**config.mk**
```make
export PLATFORM = sky130hd
export DESIGN_NAME = gray_seq_gen
export DESIGN_NICKNAME = d
export VERILOG_FILES = /design/src/rtl/gray_pkg.sv /design/src/rtl/gray_enc.sv /design/src/rtl/gray_seq_gen.sv
export SDC_FILE = /design/constraint.sdc
export NUM_CORES = 1
export LEC_CHECK = 0
export ABC_AREA = 1
export CORE_UTILIZATION = 50
export CTS_CLUSTER_DIAMETER = 150
export DETAILED_ROUTE_END_ITERATION = 10
export GPL_TIMING_DRIVEN = 0
export PLACE_DENSITY = 0.82
export SLEW_MARGIN = 20
export SYNTH_ARGS = -nofsm -noshare
export SYNTH_HDL_FRONTEND = slang
export SYNTH_HIERARCHICAL = 1
export SYNTH_SLANG_ARGS = --single-unit
```
**constraint.sdc**
```tcl
create_clock -name clk -period 2.5 [get_ports clk]
set_input_delay 0.625 -clock clk [delete_from_list [all_inputs] [get_ports clk]]
set_output_delay 0.625 -clock clk [all_outputs]
set_load 0.02 [all_outputs]
```
**src/rtl/gray_pkg.sv**
```systemverilog
// rtl/gray_pkg.sv - shared state type and binary-to-Gray helper for the Gray code path
package gray_pkg;

    typedef enum logic [1:0] {
        IDLE = 2'd0,
        RUN  = 2'd1,
        DONE = 2'd2
    } state_e;

    localparam int unsigned GRAY_MAX_W = 16;

    // Works at the widest legal width; callers zero-extend and slice back down.
    function automatic logic [GRAY_MAX_W-1:0] bin2gray(input logic [GRAY_MAX_W-1:0] b);
        return b ^ (b >> 1);
    endfunction

endpackage

```
**src/rtl/gray_enc.sv**
```systemverilog
// rtl/gray_enc.sv - combinational WIDTH-bit binary-to-Gray encoder
import gray_pkg::*;

module gray_enc #(
    parameter int WIDTH = 4
) (
    input  logic [WIDTH-1:0] bin_i,
    output logic [WIDTH-1:0] gray_o
);

    logic [GRAY_MAX_W-1:0] gray_full;
    logic                  unused_hi;

    assign gray_full = bin2gray(GRAY_MAX_W'(bin_i));
    assign gray_o    = gray_full[WIDTH-1:0];
    // Bits above WIDTH are always zero; fold them away explicitly.
    assign unused_hi = ^gray_full;

endmodule

```
**src/rtl/gray_seq_gen.sv**
```systemverilog
// rtl/gray_seq_gen.sv - loadable up/down binary sweep source with Gray output and valid/ready handshake
import gray_pkg::*;

module gray_seq_gen #(
    parameter int WIDTH = 4
) (
    input  logic             clk,
    input  logic             rst_n,
    input  logic             start,
    input  logic             stop,
    input  logic             dir,
    input  logic             load,
    input  logic [WIDTH-1:0] load_val,
    input  logic             out_ready,
    output logic             out_valid,
    output logic [WIDTH-1:0] bin_out,
    output logic [WIDTH-1:0] gray_out,
    output logic             wrap,
    output logic             done,
    output logic             busy
);

    localparam logic [WIDTH:0] CNT_LAST = (WIDTH+1)'((1 << WIDTH) - 1);

    state_e           state_q, state_d;
    logic [WIDTH-1:0] bin_q, bin_d;
    logic [WIDTH:0]   cnt_q, cnt_d;
    logic             dir_q, dir_d;
    logic             wrap_q, wrap_d;
    logic             done_q, done_d;

    logic             xfer;
    logic [WIDTH-1:0] bin_step;
    logic             at_wrap;

    assign xfer     = (state_q == RUN) && out_ready;
    assign bin_step = dir_q ? (bin_q - WIDTH'(1)) : (bin_q + WIDTH'(1));
    assign at_wrap  = dir_q ? (bin_q == '0) : (bin_q == '1);

    always_comb begin
        state_d = state_q;
        bin_d   = bin_q;
        cnt_d   = cnt_q;
        dir_d   = dir_q;
        wrap_d  = 1'b0;
        done_d  = 1'b0;
        case (state_q)
            IDLE: begin
                if (load) begin
                    bin_d = load_val;
                end
                if (start) begin
                    state_d = RUN;
                    dir_d   = dir;
                    cnt_d   = '0;
                end
            end
            RUN: begin
                if (xfer) begin
                    bin_d  = bin_step;
                    cnt_d  = cnt_q + (WIDTH+1)'(1);
                    wrap_d = at_wrap;
                end
                // An abort wins over completion, so a stopped run never reports done.
                if (stop) begin
                    state_d = IDLE;
                end else if (xfer && (cnt_q == CNT_LAST)) begin
                    state_d = DONE;
                    done_d  = 1'b1;
                end
            end
            DONE: begin
                state_d = IDLE;
            end
            default: begin
                state_d = IDLE;
            end
        endcase
    end

    always_ff @(posedge clk or negedge rst_n) begin
        if (!rst_n) begin
            state_q <= IDLE;
            bin_q   <= '0;
            cnt_q   <= '0;
            dir_q   <= 1'b0;
            wrap_q  <= 1'b0;
            done_q  <= 1'b0;
        end else begin
            state_q <= state_d;
            bin_q   <= bin_d;
            cnt_q   <= cnt_d;
            dir_q   <= dir_d;
            wrap_q  <= wrap_d;
            done_q  <= done_d;
        end
    end

    gray_enc #(.WIDTH(WIDTH)) u_gray_enc (
        .bin_i  (bin_q),
        .gray_o (gray_out)
    );

    assign out_valid = (state_q == RUN);
    assign busy      = (state_q == RUN);
    assign bin_out   = bin_q;
    assign wrap      = wrap_q;
    assign done      = done_q;

endmodule
```
* Yosys cells after proc, flatten, opt, wreduce, memory -nomap -nowiden
Cells that the tools add are included.
** Operators by class
- $add $sub $neg :: 3
- Equal/unequal tests :: 7
- Muxes and demuxes :: 17
- Bitwise logic cells :: 1
- Reductions and logical operators :: 9
** Operators by type and width (number)
- $mux 4 :: 3
- $mux 5 :: 2
- $pmux 5 s2 :: 1
- $pmux 4 s2 :: 1
- $mux 1 :: 6
- $mux 2 :: 3
- $reduce_and 3->1 :: 2
- $add 5x1->5 const B :: 1
- $eq 5x4->1 const B :: 1
- $add 4x1->4 const B :: 1
- $eq 4x4->1 const B :: 1
- $logic_not 4->1 :: 1
- $ne 2x2->1 const B :: 2
- $pmux 2 s2 :: 1
- $reduce_and 2->1 :: 2
- $sub 4x1->4 const B :: 1
- $xor 4x3->4 :: 1
- $ne 3x2->1 const B :: 1
- $eq 2x1->1 const B :: 1
- $logic_and 1x1->1 :: 2
- $logic_not 2->1 :: 1
- $ne 2x1->1 const B :: 1
- $reduce_bool 2->1 :: 1
** Storage, ports and cells
- Flip-flop bits (word level) :: 14
- Bits of input ports :: 11
- Output and inout bits :: 12
- Logic and storage cells :: 43

* Logic depth before layout (Yosys ltp)
Gate-level depths: netlist (run 1).
- Depth after elaboration :: 6
- Mapped depth :: 8
- Depth with buffers taken out :: 8

* Modules after synthesis
Netlist (run 1), hierarchy kept.
** By module, submodules not included
- gray_seq_gen :: instances 1, cells an instance 101, area each 804.5 um2, sequential area each 350.3 um2
- gray_enc :: instances 1, cells an instance 14, area each 56.3 um2, sequential area each 0.0 um2

* Least setup slack after synthesis (run 1)
OpenSTA, ideal clock, no wires.
- Kind :: register to register
- Start :: register bin_q[0] (netlist: bin_out[0])
- End :: register bin_q[2] (netlist: bin_out[2])
- Library setup time :: 0.124 ns
- Arrival time :: 1.404 ns
- Data required time :: 2.376 ns
- Path slack :: 0.972 ns
- Cell stages (with the launch flop) :: 7
- Buffers on the path :: 0
- Clock period less this slack :: 1.528 ns
- Path through :: dfrtp_1 > inv_1 > fa_1 > xor2_1 > nand2_1 > o211ai_1 > nand2_1
** On the way
- Cells in the longest elaborated chain, start to end :: 4
** Ends and longest elaborated chain
- start, declared :: RTL line gray_seq_gen.sv:26 : logic [WIDTH-1:0] bin_q, bin_d;
- start signal, assigned :: RTL line gray_seq_gen.sv:91 : bin_q <= bin_d;
- $add 4x1->4 or $sub 4x1->4 (tied branches) :: RTL line gray_seq_gen.sv:37 : assign bin_step = dir_q ? (bin_q - WIDTH'(1)) : (bin_q + WIDTH'(1));
- $mux 4 (*) :: RTL line gray_seq_gen.sv:37
- $mux 4 (*) :: RTL line gray_seq_gen.sv:59 : if (xfer) begin
- $pmux 4 s2 (*) :: RTL line gray_seq_gen.sv:47 : case (state_q)
Mark *: on every way between the ends. The rest lies on a longest branch, timed or not. The select of a mux whose other input is x is not followed.
A chain may end at the register's enable or synchronous reset.

* Worst setup path in the final report (run 1)
- Start :: register state_q[1]
- End :: output out_valid
** On the way
- Cells in the longest elaborated chain, start to end :: 1
** Ends and longest elaborated chain
- start, declared :: RTL line gray_seq_gen.sv:25 : state_e state_q, state_d;
- start signal, assigned :: RTL line gray_seq_gen.sv:90 : state_q <= state_d;
- $eq 2x1->1 :: RTL line gray_seq_gen.sv:104 : assign out_valid = (state_q == RUN);
- end, declared :: RTL line gray_seq_gen.sv:15 : output logic out_valid,
No other way between the ends.

==> results.ini, run 1 <==
[status]
status=finished with violations
failed_checks=DRC

[worst_hold_path]
min_path_type=reg -> reg
hp-start=cnt_q[0]

[power]
p_per_area_nw_per_um2=938
vdd_ir_drop_max_mv=0.649
power_leakage_nw=0.567
p_total_mw=1.07

[die]
die_h_um=43.5
initial_utilization_pct=55.2
die_w_um=43.5
design.core.area_sq_um=1560
ios=23
rows=14
die_area_sq_um=1890

[sta]
report.final.slew_viol_count=0
tightestPinTransition_ns=0.605
fin_hold_ws_ns=0.512
period_needed_ns=2.32
finalCritPeriodShare_pct=92.7
fmax_mhz=431
setup-violations-final=0
finalHoldViolations=0
slew_headroom_pct=59.5
rsz0062_at_grt=no
fin_tns_setup_ns=0
clock_skew_ns=0.00575

[critical_path]
critical_path_arrival_ns=1.69
crit_end=out_valid
slowest_stage=clkdlybuf4s50_1
path_cells=nor2_4, buf_4, clkdlybuf4s50_1
worst-path-max-fanout=9
crit_start=state_q[1]
required_ns=1.88
start_kind=flop
r2r_slack_ns=0.97
critPathMaxStageDelay_ns=0.59
r2r_end=bin_out[2]
end_kind=output pin
worstSetupPathType=reg -> out
reg2reg_from=bin_out[0]
reg2reg_depth=6

[placed_design]
placed_area_sq_um=1100
portBuffers=22
dp_hpwl_mm=1.27
gp_congestion=0.781

[synth]
syn_avg_cell_area_sq_um=7.49
synth_area_leaders=dfrtp_1 41%, nand2_1 16%, inv_1 6.1%, ha_1 5.8%, nor2_1 4.4%
ys_warn_count=6
synth-seq-cells=14
async_flop_share_pct=100
yosys.area.top_type=dfrtp_1
synthesis.area_sq_um=861
yosysUniqueCellTypes=22
synthFlopType=dfrtp_1
synth_fp_nets=131
synth_edf_count=0
yosysMostFrequentCell=nand2_1
netlist.area_leader.share_pct=40.7
syn_inst=115
ys_seq_area_share_pct=40.7
synthTopCellsByCount=37 x nand2_1, 14 x dfrtp_1, 14 x inv_1

[clock_network]
clkSlewWorstSetupHoldPaths_ns=0.08
cts_setup_buffers=0
cts_buffers=3
clock-sinks=14
cts_tree=done
worst_skew_pair.late_latency_ns=0.28
cts-hold-fix-buffers=0
cts_resized=0
cts-root-buf=clkbuf_4
htree_num_levels=1
clk_path_buf_depth=2

[grt]
grt_overflow=0
grt_pass1_wl_mm=2.92
grt_max_degree=15
grt_usage_pct=20.8
antenna_found_initial=0
grt_pass1_vias=707

[routing]
drc_errors=4
drtAntennaViolNets=0
vias_per_cell=5.10
first_iter_violations=22
wl_per_cell_um=10.5
vias=800
drt_pass1_iterations=7
wirelength_mm=1.65

[layout]
fillCellCount=116
syn_to_final_growth_pct=32.1
final_util_pct=73.0
postLayoutCellArea_sq_um=1140
antennaDiodeCount=0
nets=158
drive_gt1_share_pct=12.1

[flow_run]
cap_violations=0

[metal layers]
| metal | track usage (%) | routed length, um |
|---|---|---|
| met3 | 4.17 | 81 |
| met4 | 7.50 | 0 |
| met5 | 0 | 0 |
| met2 | 34.2 | 826 |
| met1 | 27.4 | 737 |
[cells in the final DEF, fill, tap and decap left out]
cell,instances
clkdlybuf4s50_1,22
nand3_1,4
o21ai_2,1
nor2_1,10
clkbuf_4,3
or2_2,1
buf_6,1
nor3_1,4
fa_1,1
o21ai_0,3
ha_1,4
nor2_4,1
o21ai_1,4
nand2_4,1
a21oi_1,3
nand4_1,1
inv_2,4
xor2_1,1
nand2_1,37
inv_1,14
o211ai_1,2
nand2_2,2
clkbuf_8,1
dfrtp_1,14
buf_4,2
[metrics by stage]
| stage | instances | worst slack, ns |
|---|---|---|
| 5_1_grt | 157 | 0.111 |
| 2_1_floorplan | 115 | 0.972 |
| 6_report | 157 | 0.182 |
| 4_1_cts | 157 | 0.178 |
| 3_5_place_dp | 153 | 0.486 |
| 3_3_place_gp | 153 | 0.491 |
[sequential cells by signal, summed over array words and instances (netlist names)]
signal	count
cnt_q	5
dir_q	1
bin_out	4
state_q	2
done	1
wrap	1
[worst min-delay path by stage]
| stage | slack, ns | endpoint | cells after the start |
|---|---|---|---|
| floorplan | 0.33 | bin_out[0] | 0 |
| global placement | 0.48 | cnt_q[1] | 2 |
| detailed placement | 0.50 | cnt_q[1] | 2 |
| CTS | 0.52 | cnt_q[0] | 1 |
| global route | 0.55 | cnt_q[0] | 1 |
| finish | 0.51 | cnt_q[0] | 1 |
[layout make-up]
cell class	count	area [sq um]	share of cell area [%]
Tap cell	16	20.0	1.76
Timing Repair Buffer	22	220	19.4
Inverter	18	67.6	5.94
Clock buffer	4	36.3	3.19
Sequential cell	14	350	30.8
Buffer	3	26.3	2.31
Multi-Input combinational cell	80	417	36.6
[worst max-delay path, delay by kind of cell, from the launching register on]
kind / cells / cell delay [ns]
buffers and inverters: 2 / 0.74
AND/OR/NAND/NOR: 1 / 0.25
flip-flops: 1 / 0.42
[cell families after synthesis]
logic type	Yosys count	synth area share, %
adders and majority gates	5	8.14
buffers and inverters	21	10.9
and+or+nand+nor	61	30.7
xor gates and xnor gates	1	1.02
AOI/OAI and AO/OA	13	8.57
DFF	14	40.7
[power breakdown]
group	leakage, nW	switching [mW]	total [mW]	internal (mW)
sequential	0.181	0.0777	0.350	0.272
clock	0.0210	0.0691	0.158	0.0885
combinational	0.365	0.295	0.560	0.265
(Power assumes the default switching activity.)
==> inputs of run 2 (changes only) <==
--- a/config.mk
+++ b/config.mk
@@ -6,13 +6,11 @@
 export NUM_CORES = 1
 export LEC_CHECK = 0
 export ABC_AREA = 1
-export CORE_UTILIZATION = 50
+export CORE_UTILIZATION = 51
 export CTS_CLUSTER_DIAMETER = 150
 export DETAILED_ROUTE_END_ITERATION = 10
 export GPL_TIMING_DRIVEN = 0
-export PLACE_DENSITY = 0.82
-export SLEW_MARGIN = 20
+export PLACE_DENSITY = 0.83
 export SYNTH_ARGS = -nofsm -noshare
 export SYNTH_HDL_FRONTEND = slang
-export SYNTH_HIERARCHICAL = 1
 export SYNTH_SLANG_ARGS = --single-unit
==> results.ini, run 2 <==
[grt]
antenna_found_initial=0
grt_usage_pct=22.8
met3_usage_pct=3.75
grt_pass1_vias=753
use_met2_pct=42.4
grtUsageMet1_pct=25.3
grt_pass1_wl_mm=3.11
busiest_layer=met2
grt_max_degree=15
grt_overflow=0

[synth]
syn_inst=101
synthFlopType=dfrtp_1
yosysUniqueCellTypes=24
synth_fp_nets=121
yosys.area.top_type=dfrtp_1
synth_area_leaders=dfrtp_1 40%, ha_1 11%, nand2_1 7.7%, inv_1 6.0%, nand3_1 4.6%
ys_warn_count=0
synthTopCellsByCount=18 x nand2_1, 14 x dfrtp_1, 14 x inv_1
async_flop_share_pct=100
syn_avg_cell_area_sq_um=8.71
synthesis.area_sq_um=880
yosysMostFrequentCell=nand2_1
ys_seq_area_share_pct=39.8
netlist.area_leader.share_pct=39.8
synth-seq-cells=14
synth_edf_count=0

[routing]
first_iter_violations=14
vias=741
drt_pass1_iterations=8
drtAntennaViolNets=0
vias_per_cell=5.22
wl_per_cell_um=13.1
wirelength_mm=1.86
drc_errors=4

[placed_design]
post-place-cells=139
dp_hpwl_mm=1.44
portBuffers=22
gp_congestion=0.860
placed_area_sq_um=1120

[critical_path]
r2r_slack_ns=0.89
slowest_stage=clkdlybuf4s50_1
path_cells=inv_1, ha_1, clkdlybuf4s50_1
r2r_end=cnt_q[4]
worst-path-max-fanout=5
reg2reg_depth=6
required_ns=1.88
crit_start=bin_out[0]
reg2reg_from=cnt_q[0]
critical_path_arrival_ns=1.71
critPathMaxStageDelay_ns=0.59
end_kind=output pin
start_kind=flop
crit_end=gray_out[0]
worstSetupPathType=reg -> out

[die]
die_area_sq_um=1890
ios=23
die_h_um=43.5
design.core.area_sq_um=1560
initial_utilization_pct=56.4
rows=14
die_w_um=43.5

[layout]
postLayoutCellArea_sq_um=1140
fillCellCount=114
fin_cells=142
final_common_cell=clkdlybuf4s50_1
multi_input_area_sq_um=454
max_flop_register=cnt_q
syn_to_final_growth_pct=29.9
antennaDiodeCount=0
drive_gt1_share_pct=12.7
largest_reg_flops=5
final_cell_mix=22 x clkdlybuf4s50_1, 18 x nand2_1, 14 x inv_1, 14 x dfrtp_1
nets=148
register_area_sq_um=350
final_util_pct=73.3

[clock_network]
cts_buffers=3
cts_setup_buffers=0
htree_num_levels=1
cts-hold-fix-buffers=0
cts_resized=0
cts-root-buf=clkbuf_4
clock-sinks=14
cts_tree=done
clk_path_buf_depth=2
clkSlewWorstSetupHoldPaths_ns=0.08
worst_skew_pair.late_latency_ns=0.28

[power]
p_total_mw=1.04
power_leakage_nw=0.538
p_per_area_nw_per_um2=910
vdd_ir_drop_max_mv=0.584

[sta]
period_needed_ns=2.33
fmax_mhz=428
finalCritPeriodShare_pct=93.4
clock_skew_ns=0.00765
finalHoldViolations=0
tightestPinTransition_ns=0.646
setup-violations-final=0
slew_headroom_pct=56.8
rsz0062_at_grt=no
report.final.slew_viol_count=0
fin_tns_setup_ns=0

[status]
failed_checks=DRC
status=finished with violations

[flow_run]
cap_violations=0

[worst_hold_path]
min_path_type=reg -> reg

run 2: metal layers:
metal / wire length, um / up-vias / share of wire [%]
li1: - / 376 / -
met1: 732 / 345 / 39
met2: 1050 / 16 / 56
met3: 61 / 4 / 3.3
met4: 21 / 0 / 1.1
met5: 0 / - / 0
run 2: power breakdown:
part           switching [mW]  internal [mW]
Combinational           0.307          0.272
Clock                  0.0712         0.0559
Sequential             0.0619          0.272
Total                   0.440          0.600
run 2: cells by family (layout without fill, tap and decap cells):
kind of cell,Yosys count,count (layout),share of synthesized area [%]
XOR/XNOR,2,2,1.99
adder cells (fa/ha/maj),9,9,13.7
AO/OA/AOI/OAI,15,15,9.96
AND/OR/NAND/NOR,43,43,26.0
buffers and inverters,18,43,8.53
flip-flops,14,14,39.8
run 2: metrics by stage:
stage	hold slack (ns)	setup slack, ns
detailed placement	0.484	0.459
finish	0.503	0.165
global placement	0.475	0.476
CTS	0.505	0.154
global route	0.539	0.0920
floorplan	0.329	0.863
run 2: worst min-delay path by stage:
stage,start,end,slack (ns),cells after the start
after floorplan,rst_n,bin_out[0],0.33,0
final,cnt_q[4],cnt_q[4],0.50,2
after CTS,cnt_q[4],cnt_q[4],0.50,2
after global placement,cnt_q[4],cnt_q[4],0.48,2
after detailed placement,cnt_q[4],cnt_q[4],0.48,2
after global routing,cnt_q[0],cnt_q[0],0.54,1
run 2: critical path: cells and delay by family (launching register included):
kind       cells  cell delay (ns)
fa+ha+maj      1             0.30
buf+inv        2             0.70
flops          1             0.42
run 2: cell type report:
cell class,count,area share [%]
Inverter,16,5.26
Clock buffer,3,1.97
Timing Repair Buffer,22,19.3
Buffer,2,1.31
Sequential cell,14,30.7
Multi-Input combinational cell,69,39.8
Tap cell,16,1.75
==> inputs of run 3 (changes only) <==
--- a/config.mk
+++ b/config.mk
@@ -8,6 +8,7 @@
 export ABC_AREA = 1
 export CORE_UTILIZATION = 51
 export CTS_CLUSTER_DIAMETER = 150
+export CTS_CLUSTER_SIZE = 30
 export DETAILED_ROUTE_END_ITERATION = 10
 export GPL_TIMING_DRIVEN = 0
 export PLACE_DENSITY = 0.83
==> constraint.sdc (replaced) <==
create_clock -name clk -period 2.5 [get_ports clk]
set_input_delay 0.5 -clock clk [delete_from_list [all_inputs] [get_ports clk]]
set_output_delay 0.5 -clock clk [all_outputs]
set_load 0.02 [all_outputs]
==> results of run 3 <==
The final DEF is identical to that of run 2. Status: finished with violations: DRC.
Among the figures that moved: setup slack after placement 0.459 ns -> 0.584 ns; setup slack after layout 0.165 ns -> 0.290 ns
